File: src/rtl/fifo_bank_seq.sv
// rtl/fifo_bank_seq.sv - fills a FIFO bank one FIFO at a time, then drains all FIFOs in lockstep
module fifo_bank_seq #(
    parameter int NUM_FIFOS  = 8,
    parameter int DEPTH      = 8,
    parameter int DATA_WIDTH = 8
) (
    input  logic                  clk,
    input  logic                  rst_n,
    input  logic                  start,
    input  logic                  in_valid,
    input  logic [DATA_WIDTH-1:0] in_data,
    output logic                  in_ready,
    output logic [NUM_FIFOS-1:0]  fifo_wren,
    output logic [DATA_WIDTH-1:0] fifo_wdata,
    input  logic [NUM_FIFOS-1:0]  fifo_full,
    input  logic [NUM_FIFOS-1:0]  fifo_empty,
    output logic [NUM_FIFOS-1:0]  fifo_rden,
    output logic                  out_valid,
    output logic                  busy,
    output logic                  done
);

    localparam int SEL_W = $clog2(NUM_FIFOS);
    localparam int CNT_W = $clog2(DEPTH) + 1;
    localparam logic [SEL_W-1:0] LAST_SEL = SEL_W'(NUM_FIFOS - 1);
    localparam logic [CNT_W-1:0] LAST_CNT = CNT_W'(DEPTH - 1);

    typedef enum logic [1:0] {S_IDLE, S_FILL, S_DRAIN, S_DONE} state_t;

    state_t           r_state;
    state_t           w_next;
    logic [SEL_W-1:0] r_sel;
    logic [CNT_W-1:0] r_wcnt;
    logic [CNT_W-1:0] r_rcnt;
    logic             r_out_valid;
    logic             w_ready;
    logic             w_accept;
    logic             w_read;
    logic             w_last_beat;

    assign w_last_beat = (r_wcnt == LAST_CNT);

    always_comb begin
        w_next   = r_state;
        w_ready  = 1'b0;
        w_accept = 1'b0;
        w_read   = 1'b0;
        case (r_state)
            S_IDLE: begin
                if (start) w_next = S_FILL;
            end
            S_FILL: begin
                // a full FIFO here only means the bank is mis-sized; just stall
                w_ready  = !fifo_full[r_sel];
                w_accept = in_valid && w_ready;
                if (w_accept && w_last_beat && (r_sel == LAST_SEL)) w_next = S_DRAIN;
            end
            S_DRAIN: begin
                w_read = ~|fifo_empty;
                if (w_read && (r_rcnt == LAST_CNT)) w_next = S_DONE;
            end
            S_DONE: begin
                w_next = S_IDLE;
            end
            default: begin
                w_next = S_IDLE;
            end
        endcase
    end

    always_ff @(posedge clk or negedge rst_n) begin
        if (!rst_n) begin
            r_state <= S_IDLE;
        end else begin
            r_state <= w_next;
        end
    end

    always_ff @(posedge clk or negedge rst_n) begin
        if (!rst_n) begin
            r_sel       <= '0;
            r_wcnt      <= '0;
            r_rcnt      <= '0;
            r_out_valid <= 1'b0;
        end else begin
            // FIFO read data appears one cycle after rden
            r_out_valid <= w_read;
            if ((r_state == S_IDLE) && start) begin
                r_sel  <= '0;
                r_wcnt <= '0;
                r_rcnt <= '0;
            end
            if (w_accept) begin
                if (w_last_beat) begin
                    r_wcnt <= '0;
                    if (r_sel != LAST_SEL) r_sel <= r_sel + 1'b1;
                end else begin
                    r_wcnt <= r_wcnt + 1'b1;
                end
            end
            if (w_read) r_rcnt <= r_rcnt + 1'b1;
        end
    end

    assign in_ready   = w_ready;
    assign fifo_wren  = NUM_FIFOS'(w_accept) << r_sel;
    assign fifo_wdata = in_data;
    assign fifo_rden  = {NUM_FIFOS{w_read}};
    assign out_valid  = r_out_valid;
    assign busy       = (r_state != S_IDLE);
    assign done       = (r_state == S_DONE);

endmodule

File: config.mk
export PLATFORM = sky130hd
export DESIGN_NAME = fifo_bank_seq
export DESIGN_NICKNAME = d
export VERILOG_FILES = /design/src/rtl/fifo_bank_seq.sv
export SDC_FILE = /design/constraint.sdc
export NUM_CORES = 1
export LEC_CHECK = 0
export CORE_MARGIN = 2
export CORE_UTILIZATION = 36
export DETAILED_ROUTE_END_ITERATION = 7
export PLACE_DENSITY = 0.82
export SLEW_MARGIN = 20
export SYNTH_ARGS = -nofsm -noshare
export SYNTH_HDL_FRONTEND = slang
export SYNTH_SLANG_ARGS = --single-unit
File: constraint.sdc
create_clock -name clk -period 2.4 [get_ports clk]
set_input_delay 0.6 -clock clk [delete_from_list [all_inputs] [get_ports clk]]
set_output_delay 0.6 -clock clk [all_outputs]
set_load 0.005 [all_outputs]
### After elaboration in Yosys (flattened, before gate mapping)

Cells that the tools add are included.

| storage, ports and cells | value |
|---|---|
| register bits after elaboration | 14 |
| input bits | 28 |

| cells by class | value |
|---|---|
| multiplexer cells | 17 |
| reduce and logical (&&, ||, !) cells | 13 |
| add/subtract/negate cells | 3 |
| equality and inequality tests | 10 |
| shifts and indexed selects | 1 |
| magnitude comparators | 1 |

Operator list:

| operator | count |
|---|---|
| $mux 4 | 4 |
| $mux 3 | 4 |
| $add 4x1->4 const B | 2 |
| $eq 4x3->1 const B | 2 |
| $pmux 2 s4 | 1 |
| $reduce_or 8->1 | 1 |
| $shl 1x3->8 | 1 |
| $mux 2 | 3 |
| $ne 2x2->1 const B | 3 |
| $reduce_bool 2->1 | 3 |
| $logic_and 1x1->1 | 5 |
| $eq 2x2->1 const B | 2 |
| $lt 3x4->1 const B | 1 |
| $mux 1 | 4 |
| $add 3x1->3 const B | 1 |
| $bmux 1 s3 | 1 |
| $eq 3x3->1 const B | 1 |
| $ne 3x3->1 const B | 1 |
| $reduce_and 3->1 | 1 |
| $eq 2x1->1 const B | 1 |
| $logic_not 1->1 | 2 |
| $logic_not 2->1 | 1 |

### Longest topological paths before layout

Gate-level depths: netlist (run 1).

| depth | value |
|---|---|
| word-level depth | 8 |
| depth in mapped cells | 7 |

### Worst setup path before layout (run 1)

No wires, ideal clock.

| path | value |
|---|---|
| kind | input -> output |
| start point | in fifo_full[7] |
| end point | out fifo_wren[6] |
| path buffers | 0 |
| slack | -0.028 ns |
| stages | 5 |
| data required time | 1.800 ns |
| arrival | 1.828 ns |
| cells stage by stage | mux2_1 a2bb2oi_1 and3_4 or3b_4 nor3b_2 |

| between the ends | value |
|---|---|
| word-level cells in the longest chain between the ends | 6 |

Ends and longest elaborated chain:

| what | line | text |
|---|---|---|
| start, declared | 15 | `input logic [NUM_FIFOS-1:0] fifo_full,` |
| $bmux 1 s3 | 54 | `w_ready = !fifo_full[r_sel];` |
| $mux 1 (implied by the code) | 54 |  |
| $logic_not 1->1 | 54 |  |
| $logic_and 1x1->1 | 55 | `w_accept = in_valid && w_ready;` |
| $mux 1 | 48 | `case (r_state)` |
| $shl 1x3->8 | 106 | `assign fifo_wren = NUM_FIFOS'(w_accept) << r_sel;` |
| end, declared | 13 | `output logic [NUM_FIFOS-1:0] fifo_wren,` |

No other way between the ends. The select of a mux whose other input is x is not followed.

### Worst setup path after layout (run 1)

| path | value |
|---|---|
| start point | reg r_sel[0] |
| end point | out fifo_wren[6] |

| between the ends | value |
|---|---|
| word-level cells in the longest chain between the ends | 6 |

Ends and longest elaborated chain:

| what | line | text |
|---|---|---|
| start, declared | 32 | `logic [SEL_W-1:0] r_sel;` |
| start signal, assigned | 96 | `if (r_sel != LAST_SEL) r_sel <= r_sel + 1'b1;` |
| $bmux 1 s3 | 54 |  |
| $mux 1 (implied by the code) | 54 |  |
| $logic_not 1->1 | 54 |  |
| $logic_and 1x1->1 | 55 |  |
| $mux 1 | 48 |  |
| $shl 1x3->8 (*) | 106 |  |

Mark *: on every way between the ends. The rest lies on a longest branch, timed or not. The select of a mux whose other input is x is not followed.

==> flow_summary_export.csv, run 1 <==
group,metric,value,unit
die,rows,20,
grt,track_usage,15.8,%
die,initial_core_util,37.0,%
synthesis,synth_common_cells,"buf_4 (16), dfrtp_1 (14), nand2_1 (13)",
pwr,p_comb_share,48.8,%
critical_path,arrival,2.03,ns
grt,grt_antenna_before_repair,0,
pwr,seqPwrFrac,35.2,%
final_layout,fillers,283,
grt,grt_pass1_wl,4200,µm
clock_tree,cts_sinks,14,
synthesis,synth_top_area_share,31.6,%
clock_tree,clk_path_buf_depth,2,
pwr,leakagePower,0.763,nW
critical_path,startpoint_type,"flop",
min_path,min_path_type,"reg2reg",
sta,fmax,380,MHz
sta,hold_viol_final,0,
critical_path,criticalPathCategory,"reg2out",
final_layout,drive_gt1_share,38.7,%
synthesis,synthFlopType,"dfrtp_1",
sta,fin_ws,-0.229,ns
detailed_routing,drt_iter0_markers,20,
synthesis,ys_warn_count,0,
grt,gr-total-overflow,0,
sta,worstMarginPinSlew,0.610,ns
sta,slew_violations,0,
placement,placed_cell_area,1510,µm²
final_layout,antenna_cells,0,
grt,grt_max_degree,15,
synthesis,synth.distinct_cells,32,
detailed_routing,first_pass_iters,6,
synthesis,postSynthRegisterBits,14,
detailed_routing,drc,0,
clock_tree,cts_htree_levels,1,
synthesis,netlist_area,1110,µm²
pwr,switching_share,34.0,%
placement,post-dp-hpwl,2070,µm
sta,relSlewSlack,59.2,%
clock_tree,clkSlewWorstSetupHoldPaths,0.08,ns
synthesis,netlist_top_cells_area,"dfrtp_1 (32%), buf_4 (11%), ha_1 (10%)",
grt,grt_pass1_vias,1067,
placement,port_buffers,39,
synthesis,synth_cells,124,
critical_path,critPathRequiredTime,1.80,ns
sta,finalSetupViolCount,7,
sta,grt_setup_unrepaired,"yes",
clock_tree,cts_tree,"done",
sta,finClkSkew,0.00336,ns
synthesis,synth_nets,161,
detailed_routing,num_vias,1037,
synthesis,synth_edf_count,0,
detailed_routing,vias_per_cell,5.16,
sta,final.setup.tns,-1.03,ns
synthesis,async_reset_ff_share,100,%
detailed_routing,ant_nets,0,
pwr,pwr-share-clk,16.0,%
final_layout,stdcell_area,1580,µm²
die,fp.dieH,59.5,µm
pwr,p_per_area,516,nW/µm²
die,die_w,59.5,µm
synthesis,yosys.cell_count.top_type,"buf_4",
status,violations,"negative setup slack",
detailed_routing,wirelength,2760,µm
pwr,p_switching,0.277,mW
clock_tree,cts_buffers,3,
synthesis,synth_top_cell_by_area,"dfrtp_1",
synthesis,yosysSeqAreaShare,31.6,%
pwr,p_int,0.539,mW
final_layout,synthToLayoutAreaGrowth,42.6,%
status,status,"complete, but fails checks",
clock_tree,clock_latency,0.28,ns
synthesis,syn_area_per_cell,8.95,µm²
placement,gp_congestion,0.746,
sta,post-route-period-util,110,%
sta,final.min_clock_period,2.63,ns
critical_path,crit_fanout,4,
die,die-area,3540,µm²
pwr,ir_drop,207,µV
clock_tree,root_buffer,"clkbuf_4",
die,core,3000,µm²
detailed_routing,post_drt_wl_per_cell,13.7,µm
die,pin_count,56,
job,cap_violations,0,
critical_path,critPathCaptureType,"primary output",
final_layout,fin_nets,207,
## per-stage QoR
stage | hold slack [ns] | cells | util, % | power, mW | setup WS (ns)
floorplan | 0.304 | 124 | - | 0.518 | 0.0236
global placement | 0.492 | 190 | 50.2 | 0.674 | -0.882
detailed placement | 0.506 | 190 | 50.2 | 0.697 | -0.921
CTS | 0.524 | 201 | 52.6 | 0.820 | -0.278
global route | 0.544 | 201 | 52.7 | 0.877 | -0.287
finish | 0.521 | 201 | 52.7 | 0.817 | -0.229
## critical path, cell delays in order, from the launching register on
cell       delay [ns]
dfrtp_1          0.42
mux2_4           0.31
a2bb2oi_2        0.14
and3_4           0.19
or3b_4           0.40
nor3b_2          0.16
buf_2            0.13
## routing by layer
layer | vias up | share of wire [%] | GRT usage [%]
li1 | 507 | - | -
met1 | 497 | 36 | 14.6
met2 | 26 | 57 | 32.3
met3 | 7 | 5.7 | 2.62
met4 | 0 | 1.3 | 7.30
met5 | - | 0 | 0
## final cells by class
class,instances,area [µm²],share of cell area (%)
timing repair buffer,60,459,29.0
clock buffer,3,22.5,1.42
multi-input combinational,83,676,42.7
tap,33,41.3,2.61
inverter,7,26.3,1.66
timing repair inverter,1,7.51,0.474
sequential,14,350,22.1
## worst paths after layout
| check | slack [ns] | cells past startpoint | endpoint | start |
|---|---|---|---|---|
| setup / recovery | -0.23 | 6 | fifo_wren[6] | r_sel[0] |
| setup reg to reg | 0.34 | 8 | r_sel[2] | r_sel[0] |
| min in group asynchronous | 0.70 | 1 | r_state[0] | rst_n |
| hold reg to reg | 0.52 | 1 | r_wcnt[3] | r_wcnt[3] |
| hold / removal | 0.52 | 1 | r_wcnt[3] | r_wcnt[3] |
| max in group asynchronous | 1.31 | 1 | r_wcnt[3] | rst_n |
## cell usage in the layout (no fill, tap or decap), drive strengths merged, types with 4 or more instances in the layout
cell and instances:
nand2 13, mux2i 6, buf 35, o21ai 7
ha 9, clkdlybuf4s15 4, clkdlybuf4s50 6, nand3 8
inv 7, dfrtp 14, a21oi 4, nor2 5
clkbuf 7, dlygate4sd2 11
## power by group through the flow
stage | combinational (mW) | sequential, mW | clock [mW]
finish | 0.398 | 0.287 | 0.131
global route | 0.447 | 0.291 | 0.139
CTS | 0.401 | 0.288 | 0.132
detailed placement | 0.405 | 0.293 | 0
global placement | 0.384 | 0.290 | 0
floorplan | 0.222 | 0.295 | 0
## flip-flops by register name (all words and copies together), names as in the netlist
register / flops
r_sel: 3
out_valid: 1
r_rcnt: 4
r_state: 2
r_wcnt: 4
## what timing repair did
item	CTS	global route
setup endpoints to repair	17	16
resized for setup	92	13
pin swaps	11	9
hold buffers	0	0
gates cloned	1	0
buffers inserted	7	0
## cell families after synthesis
family,after synthesis,share of synthesized area (%)
mux,8,7.44
buf+inv,27,14.8
flops,14,31.6
compound gates,18,10.7
simple gates,47,24.6
fa+ha+maj,9,10.1
xor+xnor,1,0.789
(Power assumes the default switching activity.)
==> inputs of run 2 (changes only) <==
--- a/config.mk
+++ b/config.mk
@@ -8,7 +8,7 @@
 export CORE_MARGIN = 2
 export CORE_UTILIZATION = 36
 export DETAILED_ROUTE_END_ITERATION = 7
-export PLACE_DENSITY = 0.82
+export PLACE_DENSITY = 0.85
 export SLEW_MARGIN = 20
 export SYNTH_ARGS = -nofsm -noshare
 export SYNTH_HDL_FRONTEND = slang
==> flow_summary_export.csv, run 2 (synthesized netlist as in run 1, its figures left out) <==
group,metric,value,unit
status,status,"complete, but fails checks",
status,violations,"negative setup slack",
die,core,3000,µm²
clock_tree,cts_htree_levels,1,
sta,grt_setup_unrepaired,"yes",
critical_path,rr_endpoint,"r_sel[0]",
detailed_routing,post_drt_wl_per_cell,13.8,µm
grt,track_usage,17.2,%
detailed_routing,num_vias,1040,
critical_path,ff2ff_path_depth,8,
job,cap_violations,0,
sta,worstMarginPinSlew,0.602,ns
critical_path,criticalPathCategory,"reg2out",
sta,finalSetupViolCount,7,
detailed_routing,drt_iter0_markers,39,
min_path,min_path_type,"reg2reg",
critical_path,arrival,2.05,ns
critical_path,path_buf_inv,1,
final_layout,drive_gt1_share,38.8,%
clock_tree,clkSlewWorstSetupHoldPaths,0.09,ns
sta,fin_ws,-0.250,ns
critical_path,cp_slowest_cell,"dfrtp_1",
pwr,p_per_area,542,nW/µm²
sta,relSlewSlack,59.7,%
clock_tree,clock_latency,0.28,ns
clock_tree,clk_path_buf_depth,2,
grt,grt_max_degree,15,
final_layout,mostFrequentLayoutCells,"buf_4 (20), dfrtp_1 (14), nand2_1 (13), dlygate4sd2_1 (13), buf_2 (10)",
die,fp.dieH,59.5,µm
sta,post-route-period-util,110,%
critical_path,crit_start,"r_sel[0]",
die,rows,20,
clock_tree,cts_sinks,14,
final_layout,synthToLayoutAreaGrowth,44.8,%
sta,fmax,377,MHz
final_layout,top_regs,"r_rcnt (4), r_wcnt (4), r_sel (3)",
sta,slew_violations,0,
detailed_routing,ant_nets,0,
pwr,ir_drop,176,µV
final_layout,fin_util,53.5,%
detailed_routing,met1_length,1080,µm
detailed_routing,highest_layer,"met4",
detailed_routing,first_pass_iters,4,
sta,final.min_clock_period,2.65,ns
sta,final.setup.tns,-1.19,ns
die,pin_count,56,
critical_path,crit_end,"fifo_wren[3]",
detailed_routing,wirelength,2800,µm
clock_tree,root_buffer,"clkbuf_4",
detailed_routing,met3_length,84,µm
detailed_routing,drc,0,
critical_path,crit_fanout,4,
clock_tree,cts_tree,"done",
critical_path,rrSetupSlack,0.36,ns
grt,gr-total-overflow,0,
die,die-area,3540,µm²
critical_path,critPathRequiredTime,1.80,ns
critical_path,critPathCaptureType,"primary output",
detailed_routing,vias_per_cell,5.12,
critical_path,slowest_delay,0.42,ns
critical_path,crit_cells,6,
critical_path,r2r-start,"r_sel[0]",
critical_path,startpoint_type,"flop",
clock_tree,cts_buffers,3,
sta,finClkSkew,0.00281,ns
grt,grt_pass1_wl,4660,µm
placement,port_buffers,39,
grt,grt_antenna_before_repair,0,
clock_tree,cts_hold_buf,0,
sta,hold_viol_final,0,
critical_path,cp_cell_sequence,"mux2_4 > a2bb2oi_2 > and3_4 > or3b_4 > nor3b_2 > buf_2",
detailed_routing,wl_met2,1610,µm
placement,gp_congestion,0.697,
grt,grt_pass1_vias,1086,
placement,pre_cts_ws,-0.928,ns
placement,post-dp-hpwl,2080,µm
final_layout,antenna_cells,0,
pwr,leakagePower,0.775,nW
die,die_w,59.5,µm
die,initial_core_util,37.0,%
final_layout,fin_nets,208,
final_layout,final_common_cell,"buf_4",
critical_path,cpLargestDelayFamily,"simple AND/OR/NAND/NOR gates",
## run 2: cell count changes in the layout (fill, tap and decap cells not counted), sizes merged
| cell | before | now |
|---|---|---|
| clkbuf | 7 | 11 |
| buf | 35 | 32 |
| dlygate4sd2 | 11 | 13 |
| clkdlybuf4s15 | 4 | 3 |
## run 2: area by class of cell
cell class                      count  area, µm²
Clock buffer                        4       36.3
Fill cell                         281       1400
Tap cell                           33       41.3
Sequential cell                    14        350
Multi-Input combinational cell     83        682
Inverter                            7       26.3
Timing Repair Buffer               61        463
Timing Repair inverter              1       7.51
## run 2: worst min path at each step
stage / slack, ns / to / startpoint / depth (start not counted)
3_3_place_gp: 0.49 / r_rcnt[2] / r_rcnt[2] / 1
3_5_place_dp: 0.52 / r_rcnt[0] / r_rcnt[0] / 1
5_1_grt: 0.57 / r_wcnt[3] / r_wcnt[3] / 1
2_1_floorplan: 0.30 / out_valid / rst_n / 0
4_1_cts: 0.54 / r_rcnt[0] / r_rcnt[0] / 1
6_report: 0.55 / r_rcnt[0] / r_rcnt[0] / 1
## run 2: per-stage QoR
| step | area, µm² | total power [mW] | hold WS [ns] | instances |
|---|---|---|---|---|
| global route | 1610 | 0.947 | 0.567 | 203 |
| detailed placement | 1520 | 0.689 | 0.516 | 191 |
| finish | 1610 | 0.870 | 0.549 | 203 |
| floorplan | 1110 | 0.518 | 0.304 | 124 |
| global placement | 1520 | 0.674 | 0.492 | 191 |
| CTS | 1620 | 0.856 | 0.537 | 201 |
## run 2: layer usage
metal	GRT usage (%)	vias up
met2	32.7	28
met5	0	-
met1	18.2	501
met4	9.52	0
met3	1.53	4
li1	-	507
## run 2: what timing repair did
item | in CTS | in global routing
buffers inserted | 5 | 2
endpoints found under the setup margin | 17 | 15
endpoints found under the hold margin | 0 | 0
pin swaps | 11 | 10
gates cloned | 1 | 0
resized for setup | 82 | 16
## run 2: report_power, final
group          leakage, nW  switching, mW  total, mW  internal (mW)
logic                0.564          0.191      0.412          0.221
registers            0.190         0.0212      0.289          0.267
clock network       0.0210         0.0773      0.170         0.0922
